### src/rtl/jk_excitation_driver_if.sv
// Target-bit stream into the JK excitation driver: valid/ready handshake carrying one bit.
// tgt_ready is a pure function of FIFO occupancy, so the source may hold tgt_valid indefinitely.
interface jk_excitation_driver_if;
    logic tgt_valid;
    logic tgt_bit;
    logic tgt_ready;

    modport master (output tgt_valid, output tgt_bit, input tgt_ready);
    modport slave  (input tgt_valid, input tgt_bit, output tgt_ready);
endinterface

### src/rtl/jk_excitation_driver.sv
// Translates buffered target bits into registered J/K via the excitation table and checks the flop's Q back.
// Push-to-J/K one cycle minimum, Q compared two edges after the pop; tgt_ready drops when the FIFO holds DEPTH bits.
module jk_excitation_driver #(
    parameter int DEPTH   = 4,
    parameter int CNT_W   = 8,
    parameter bit DC_FILL = 1'b0
) (
    input  logic                 clk,
    input  logic                 rst,
    jk_excitation_driver_if.slave tgt,
    input  logic                 q_fb,
    input  logic                 resync,
    output logic                 J,
    output logic                 K,
    output logic                 busy,
    output logic                 mismatch,
    output logic [CNT_W-1:0]     err_count
);
    localparam int         PW   = (DEPTH > 1) ? $clog2(DEPTH) : 1;
    localparam logic [PW:0] FULL = (PW+1)'(DEPTH);

    logic [DEPTH-1:0] mem;
    logic [PW-1:0]    wr_ptr;
    logic [PW-1:0]    rd_ptr;
    logic [PW:0]      count;

    logic model;
    logic exc_vld;
    logic exc_exp;
    logic chk_valid;
    logic chk_exp;

    logic do_push;
    logic do_pop;
    logic head;
    logic j_nxt;
    logic k_nxt;

    assign tgt.tgt_ready = (count < FULL);
    assign do_push       = tgt.tgt_valid & tgt.tgt_ready;
    // A resync edge freezes the FIFO so the reloaded model sees the same head next cycle.
    assign do_pop        = (count != '0) & ~resync;
    assign head          = mem[rd_ptr];
    assign busy          = (count != '0) | exc_vld | chk_valid;

    always_comb begin
        j_nxt = 1'b0;
        k_nxt = 1'b0;
        if (do_pop) begin
            if (!model) begin
                j_nxt = head;
                k_nxt = DC_FILL;
            end else begin
                j_nxt = DC_FILL;
                k_nxt = ~head;
            end
        end
    end

    always_ff @(posedge clk) begin
        if (do_push) begin
            mem[wr_ptr] <= tgt.tgt_bit;
        end
    end

    always_ff @(posedge clk) begin
        if (rst) begin
            wr_ptr    <= '0;
            rd_ptr    <= '0;
            count     <= '0;
            J         <= 1'b0;
            K         <= 1'b0;
            model     <= 1'b0;
            exc_vld   <= 1'b0;
            exc_exp   <= 1'b0;
            chk_valid <= 1'b0;
            chk_exp   <= 1'b0;
            mismatch  <= 1'b0;
            err_count <= '0;
        end else begin
            if (do_push) begin
                wr_ptr <= wr_ptr + 1'b1;
            end
            if (do_pop) begin
                rd_ptr <= rd_ptr + 1'b1;
            end
            case ({do_push, do_pop})
                2'b10:   count <= count + 1'b1;
                2'b01:   count <= count - 1'b1;
                default: count <= count;
            endcase

            J        <= j_nxt;
            K        <= k_nxt;
            mismatch <= 1'b0;

            if (resync) begin
                model     <= q_fb;
                exc_vld   <= 1'b0;
                chk_valid <= 1'b0;
            end else begin
                if (do_pop) begin
                    model <= head;
                end
                // exc_* covers the edge where the flop samples J/K; chk_* lines up with the settled Q.
                exc_vld   <= do_pop;
                exc_exp   <= head;
                chk_valid <= exc_vld;
                chk_exp   <= exc_exp;
                if (chk_valid && (q_fb != chk_exp)) begin
                    mismatch <= 1'b1;
                    if (err_count != '1) begin
                        err_count <= err_count + 1'b1;
                    end
                end
            end
        end
    end
endmodule

### src/flat_wrapper.sv
// flat-port wrapper written by rule: the top's interface ports become plain ports
module jk_excitation_driver_flat 
#(
    parameter int DEPTH   = 4,
    parameter int CNT_W   = 8,
    parameter bit DC_FILL = 1'b0
)
  (clk, rst, q_fb, resync, J, K, busy, mismatch, err_count, tgt_tgt_valid, tgt_tgt_bit, tgt_tgt_ready);
  jk_excitation_driver_if tgt_i ();
  input  logic clk;
  input  logic rst;
  input  logic q_fb;
  input  logic resync;
  output logic J;
  output logic K;
  output logic busy;
  output logic mismatch;
  output logic [CNT_W-1:0] err_count;
  input wire logic [$bits(tgt_i.tgt_valid)-1:0] tgt_tgt_valid;
  input wire logic [$bits(tgt_i.tgt_bit)-1:0] tgt_tgt_bit;
  output wire logic [$bits(tgt_i.tgt_ready)-1:0] tgt_tgt_ready;
  assign tgt_i.tgt_valid = tgt_tgt_valid;
  assign tgt_i.tgt_bit = tgt_tgt_bit;
  assign tgt_tgt_ready = tgt_i.tgt_ready;
  jk_excitation_driver #(.DEPTH(DEPTH), .CNT_W(CNT_W), .DC_FILL(DC_FILL)) u_core (.clk(clk), .rst(rst), .tgt(tgt_i), .q_fb(q_fb), .resync(resync), .J(J), .K(K), .busy(busy), .mismatch(mismatch), .err_count(err_count));
endmodule
### config.mk
export PLATFORM = sky130hd
export DESIGN_NAME = jk_excitation_driver_flat
export DESIGN_NICKNAME = d
export VERILOG_FILES = /design/src/rtl/jk_excitation_driver_if.sv /design/src/rtl/jk_excitation_driver.sv /design/src/flat_wrapper.sv
export SDC_FILE = /design/constraint.sdc
export NUM_CORES = 1
export LEC_CHECK = 0
export CORE_MARGIN = 2
export CORE_UTILIZATION = 50
export DETAILED_ROUTE_END_ITERATION = 10
export GPL_TIMING_DRIVEN = 0
export HOLD_SLACK_MARGIN = 0.08
export PLACE_DENSITY = 0.74
export SKIP_LAST_GASP = 1
export SLEW_MARGIN = 15
export SYNTH_ARGS = -nofsm -noshare
export SYNTH_HDL_FRONTEND = slang
export SYNTH_SLANG_ARGS = --single-unit
### constraint.sdc
create_clock -name clk -period 6 [get_ports clk]
set_input_delay 1.2 -clock clk [delete_from_list [all_inputs] [get_ports clk]]
set_output_delay 1.2 -clock clk [all_outputs]
set_load 0.01 [all_outputs]
=== After elaboration in Yosys (flattened, before gate mapping) ===
Cells that the tools add are included.

* Add/subtract/negate cells: 5
* Order comparisons: 4
* Equality and inequality tests: 4
* Mux-type cells: 9
* Bitwise gates (word level): 8
* Reductions and logical operators: 9

{| class="wikitable"
|+ Operator list
! cell !! number
|-
| 8-bit by 1-bit adder with 8-bit output, second input constant || 1
|-
| 8-bit inequality test, second input constant || 1
|-
| 2-bit by 3-bit less-than comparator with 1-bit output, second input constant || 2
|-
| 3-bit case mux with 2 select lines || 1
|-
| 3-bit OR reduction || 2
|-
| 1-bit two-way mux || 5
|-
| 2-bit by 1-bit adder with 2-bit output, second input constant || 2
|-
| 4-bit bitwise mux || 1
|-
| 1-bit NOT || 4
|-
| 2-bit nonzero test || 2
|-
| 3-bit by 1-bit adder with 3-bit output, second input constant || 1
|-
| 3-bit less-than comparator, second input constant || 1
|-
| 3-bit AND reduction || 1
|-
| 3-bit nonzero test || 1
|-
| 3-bit by 1-bit subtractor with 3-bit output, second input constant || 1
|-
| 1-bit AND || 2
|-
| 1-bit binary-select mux with 2-bit select || 1
|-
| 1-bit demux with 2-bit select || 1
|-
| 2-bit by 1-bit == test with 1-bit output, second input constant || 1
|-
| 2-bit == test, second input constant || 1
|-
| 2-bit by 1-bit >= comparator with 1-bit output, second input constant || 1
|-
| 1-bit logical AND || 2
|-
| 1-bit OR || 2
|-
| 2-bit OR reduction || 1
|-
| 1-bit inequality test || 1
|}

* Register bits after elaboration: 27
* Bits of input ports: 6
* Output and inout port bits: 13
* Word-level logic and storage cells: 52

=== Depth between registers and ports, before layout ===
* Depth after elaboration: 5
* Depth in mapped cells: 9
* Gate-level depth less buffers: 8

=== Least setup slack after synthesis ===
OpenSTA, ideal clock, no wires.

* Kind: in2reg
* From: in tgt_tgt_valid
* To: reg u_core.count[2]
* Setup time: 71 ps
* Arrival time: 2672 ps
* Data required time: 5929 ps
* Slack: 3258 ps
* Stages on the path: 9
* Cells stage by stage: nor2b_1 > clkbuf_1 > inv_1 > ha_1 > inv_1 > fa_1 > xor2_1 > or3_1 > a21oi_1

* Cells in the longest elaborated chain, start to end: 3
* Elaborated cells between the ends (all ways): 5

{| class="wikitable"
|+ Ends and longest elaborated chain
! what !! RTL line !! text
|-
| start, declared || flat_wrapper.sv:19 || <nowiki>input wire logic [$bits(tgt_i.tgt_valid)-1:0] tgt_tgt_valid;</nowiki>
|-
| 1-bit AND (*) || jk_excitation_driver.sv:40 || <nowiki>assign do_push = tgt.tgt_valid & tgt.tgt_ready;</nowiki>
|-
| 2-bit by 1-bit == test with 1-bit output or 2-bit == test (tied branches) || jk_excitation_driver.sv:87 || <nowiki>case ({do_push, do_pop})</nowiki>
|-
| 3-bit case mux with 2 select lines or 2-bit nonzero test (tied branches) || -- ||
|-
| end signal, assigned || jk_excitation_driver.sv:88 || <nowiki>2'b10: count <= count + 1'b1;</nowiki>
|-
| end signal, assigned || jk_excitation_driver.sv:89 || <nowiki>2'b01: count <= count - 1'b1;</nowiki>
|-
| end signal, assigned || jk_excitation_driver.sv:90 || <nowiki>default: count <= count;</nowiki>
|-
| end, declared || jk_excitation_driver.sv:25 || <nowiki>logic [PW:0] count;</nowiki>
|}

Mark *: on every way between the ends. The rest lies on a longest branch, timed or not.
A chain may end at the register's enable or synchronous reset.

=== Final worst setup path ===
* From: reg u_core.count[2]
* To: out busy

* Cells in the longest elaborated chain, start to end: 3

{| class="wikitable"
|+ Ends and longest elaborated chain
! what !! RTL line !! text
|-
| 3-bit nonzero test || jk_excitation_driver.sv:44 || <nowiki>assign busy = (count != '0) | exc_vld | chk_valid;</nowiki>
|-
| 1-bit OR (2 in series) || jk_excitation_driver.sv:44 ||
|-
| end, declared || flat_wrapper.sv:16 || <nowiki>output logic busy;</nowiki>
|}

No other way between the ends.

==> impl_metrics.csv <==
group,metric,value,unit
run_status,status,"completed",
timing,max_freq,319,MHz
clock_tree,htreeDepth,1,
timing,drv_slew,0,
logic_synthesis,seq_area_frac_synth,44.4,%
placement,portBuffers,18,
global_route,grt_pass1_vias,935,
layout,area_growth,18.8,%
logic_synthesis,postSynthAreaPerCell,9.61,um^2
pwr,leakage,0.566,nW
logic_synthesis,synth_cell_types,38,
floorplan,dieArea,3040,um^2
placement,placed_area,1530,um^2
logic_synthesis,synth_area,1310,um^2
floorplan,fp.dieW,55.1,um
global_route,antenna_found_initial,0,
setup_path,worstPathMaxFanout,6,
setup_path,cp-end-kind,"output pin",
floorplan,io_pins,19,
timing,clock_skew,1.51,ps
logic_synthesis,yosys-top-cells-count,"dfxtp_1, inv_1, nor2_1",
logic_synthesis,synthDominantCellAreaShare,35.2,%
pwr,power.internal,0.000298,W
setup_path,critPathKind,"flip-flop to output pin",
logic_synthesis,synthTopCellsByArea,"dfxtp_1, edfxtp_1, ha_1",
setup_path,cp.required,4800,ps
pwr,p_comb_share,31.4,%
pwr,ir_drop,0.000230,V
clock_tree,post_cts_buffers,0,
logic_synthesis,synth.largest_area_cell,"dfxtp_1",
logic_synthesis,synth_ff_type,"dfxtp_1",
clock_tree,cts_tree,"yes",
setup_path,r2r-end,"u_core.count[2]",
logic_synthesis,synth.most_common_cell,"dfxtp_1",
timing,max_slew_margin,57.5,%
routing,num_vias,1051,
timing,finalSetupTns,0,ps
timing,layout_min_cycle_time,3140,ps
logic_synthesis,synth_edf_count,4,
global_route,grt_overflow_total,0,
logic_synthesis,ys_ff_latch,27,
clock_tree,hold_buffers,0,
clock_tree,insertion_delay,320,ps
setup_path,ff2ff_setup_slack,3890,ps
clock_tree,clockBufferDepth,2,
global_route,grt_start_max_net_pins,16,
layout,antenna_cells,0,
timing,timing.hold.ws,459,ps
timing,tightest_slew,632,ps
layout,postLayoutCellArea,1550,um^2
layout,nFillCells,229,
timing,hold_violations,0,
floorplan,start_util,52.8,%
clock_tree,root_buffer,"clkbuf_4",
setup_path,r2r_start,"u_core.count[2]",
timing,setup_violations,0,
pwr,pwr-share-clk,17.4,%
pwr,swShare,32.7,%
global_route,grt_pass1_wl,4.35,mm
timing,period_share,52.3,%
routing,drc,0,
logic_synthesis,ys_warn_count,0,
floorplan,rows,18,
clock_tree,cts_buffers,3,
timing,rsz0062_at_grt,"no",
pwr,power_density,285,nW/um^2
clock_tree,clock-sinks,27,
setup_path,startpoint,"u_core.count[2]",
run,cap_viol_max_count,0,
setup_path,critPathArrivalTime,1940,ps
layout,drive_gt1_share,4.43,%
logic_synthesis,synth_fp_nets,149,
pwr,pwr-share-seq,51.3,%
floorplan,core_area,2480,um^2
routing,dr.first_iter.drc_count,12,
routing,ant_nets,0,
clock_tree,clk_pin_slew,140,ps
floorplan,die_height,55.1,um
routing,finalWirelength,2.61,mm
routing,via_per_inst,5.59,
worst_hold_path,hold_path_class,"flip-flop to flip-flop",
routing,wl_per_cell,13.9,um
global_route,track_usage,20.2,%
setup_path,cp-start-kind,"flip-flop",
pwr,power.switching,0.000145,W
setup_path,rr_worst_depth,8,
layout,nets,172,
clock_tree,cts.repair.resized,0,
placement,hpwlAfterDp,1.99,mm
logic_synthesis,synthCells,136,
logic_synthesis,async_flop_share,0,%
routing,first_pass_iters,4,
setup_path,cp-endpoint,"busy",
placement,place.gp.congestion,0.822,
## sequential cells by signal, summed over array words and instances (netlist names), 2 cells and up
name / flops
u_core.count: 3
u_core.wr_ptr: 2
u_core.rd_ptr: 2
u_core.mem: 4
u_core.err_count: 8
## metrics by stage
step	power (W)	util, %	setup slack [ps]	std cells
2_1_floorplan	0.000321	-	3260	136
3_3_place_gp	0.000360	61.6	2640	184
3_5_place_dp	0.000371	61.6	2590	184
4_1_cts	0.000448	62.7	2850	188
5_1_grt	0.000477	62.7	2760	188
6_report	0.000443	62.7	2860	188
## cell families (layout without fill, tap and decap cells)
family / count (synthesis) / after routing / synth area share [%]
AOI/OAI and AO/OA: 26 / 26 / 14.2
muxes: 5 / 5 / 4.88
and+or+nand+nor: 48 / 48 / 20.2
buffers and inverters: 18 / 40 / 5.17
DFF: 27 / 27 / 44.4
xor gates and xnor gates: 5 / 5 / 3.92
adders and majority gates: 7 / 7 / 7.27
## area by class of cell
class / instances / area (um^2) / area share (%)
buffer: 5 / 18.8 / 1.21
clock buffer: 3 / 22.5 / 1.45
clock inverter: 1 / 5.00 / 0.322
inverter: 13 / 48.8 / 3.14
multi-input combinational: 91 / 659 / 42.5
sequential: 27 / 581 / 37.4
tap: 30 / 37.5 / 2.42
timing repair buffer: 18 / 180 / 11.6
## placed cells by master, fill, tap and decap left out, types with 3 or more instances in the layout
cell type,count
dfxtp_1,23
clkdlybuf4s50_1,18
inv_1,13
nor2_1,12
ha_1,6
and2_1,5
a21oi_1,5
nand2_1,5
a211oi_1,5
clkbuf_1,4
nor3_1,4
or3_1,4
a31oi_1,4
a311oi_1,4
edfxtp_1,4
nor2b_1,3
xor2_1,3
o21ai_0,3
nand2b_1,3
mux2i_1,3
clkbuf_4,3
## metal layers
| layer | vias up | GRT usage (%) | wire length (um) |
|---|---|---|---|
| met5 | - | 0 | 0 |
| met4 | 0 | 6.91 | 36 |
| met3 | 4 | 3.76 | 101 |
| met2 | 21 | 31.3 | 1240 |
| met1 | 496 | 28.3 | 1230 |
| li1 | 530 | - | - |
## power groups by stage
stage | sequential [W] | clock [W] | combinational [W]
after CTS | 0.000227 | 0.0000801 | 0.000140
after floorplan | 0.000226 | 0 | 0.0000944
after global placement | 0.000229 | 0 | 0.000131
after detailed placement | 0.000231 | 0 | 0.000140
final | 0.000227 | 0.0000768 | 0.000139
after global routing | 0.000231 | 0.0000893 | 0.000157
## critical path, cell delays in order (launching register included)
cell	delay (ps)
dfxtp_1	380
or3_1	440
or3_1	320
clkdlybuf4s50_1	480
## worst min path at each step
| stage | start | end | slack, ps | cells past startpoint |
|---|---|---|---|---|
| 6_report | u_core.model | u_core.J | 460 | 1 |
| 5_1_grt | u_core.model | u_core.J | 480 | 1 |
| 4_1_cts | u_core.model | u_core.J | 460 | 1 |
| 3_5_place_dp | u_core.model | u_core.J | 440 | 1 |
| 3_3_place_gp | u_core.model | u_core.J | 430 | 1 |
| 2_1_floorplan | u_core.model | u_core.J | 410 | 1 |
Note: power is estimated with default switching activity, not from simulation.
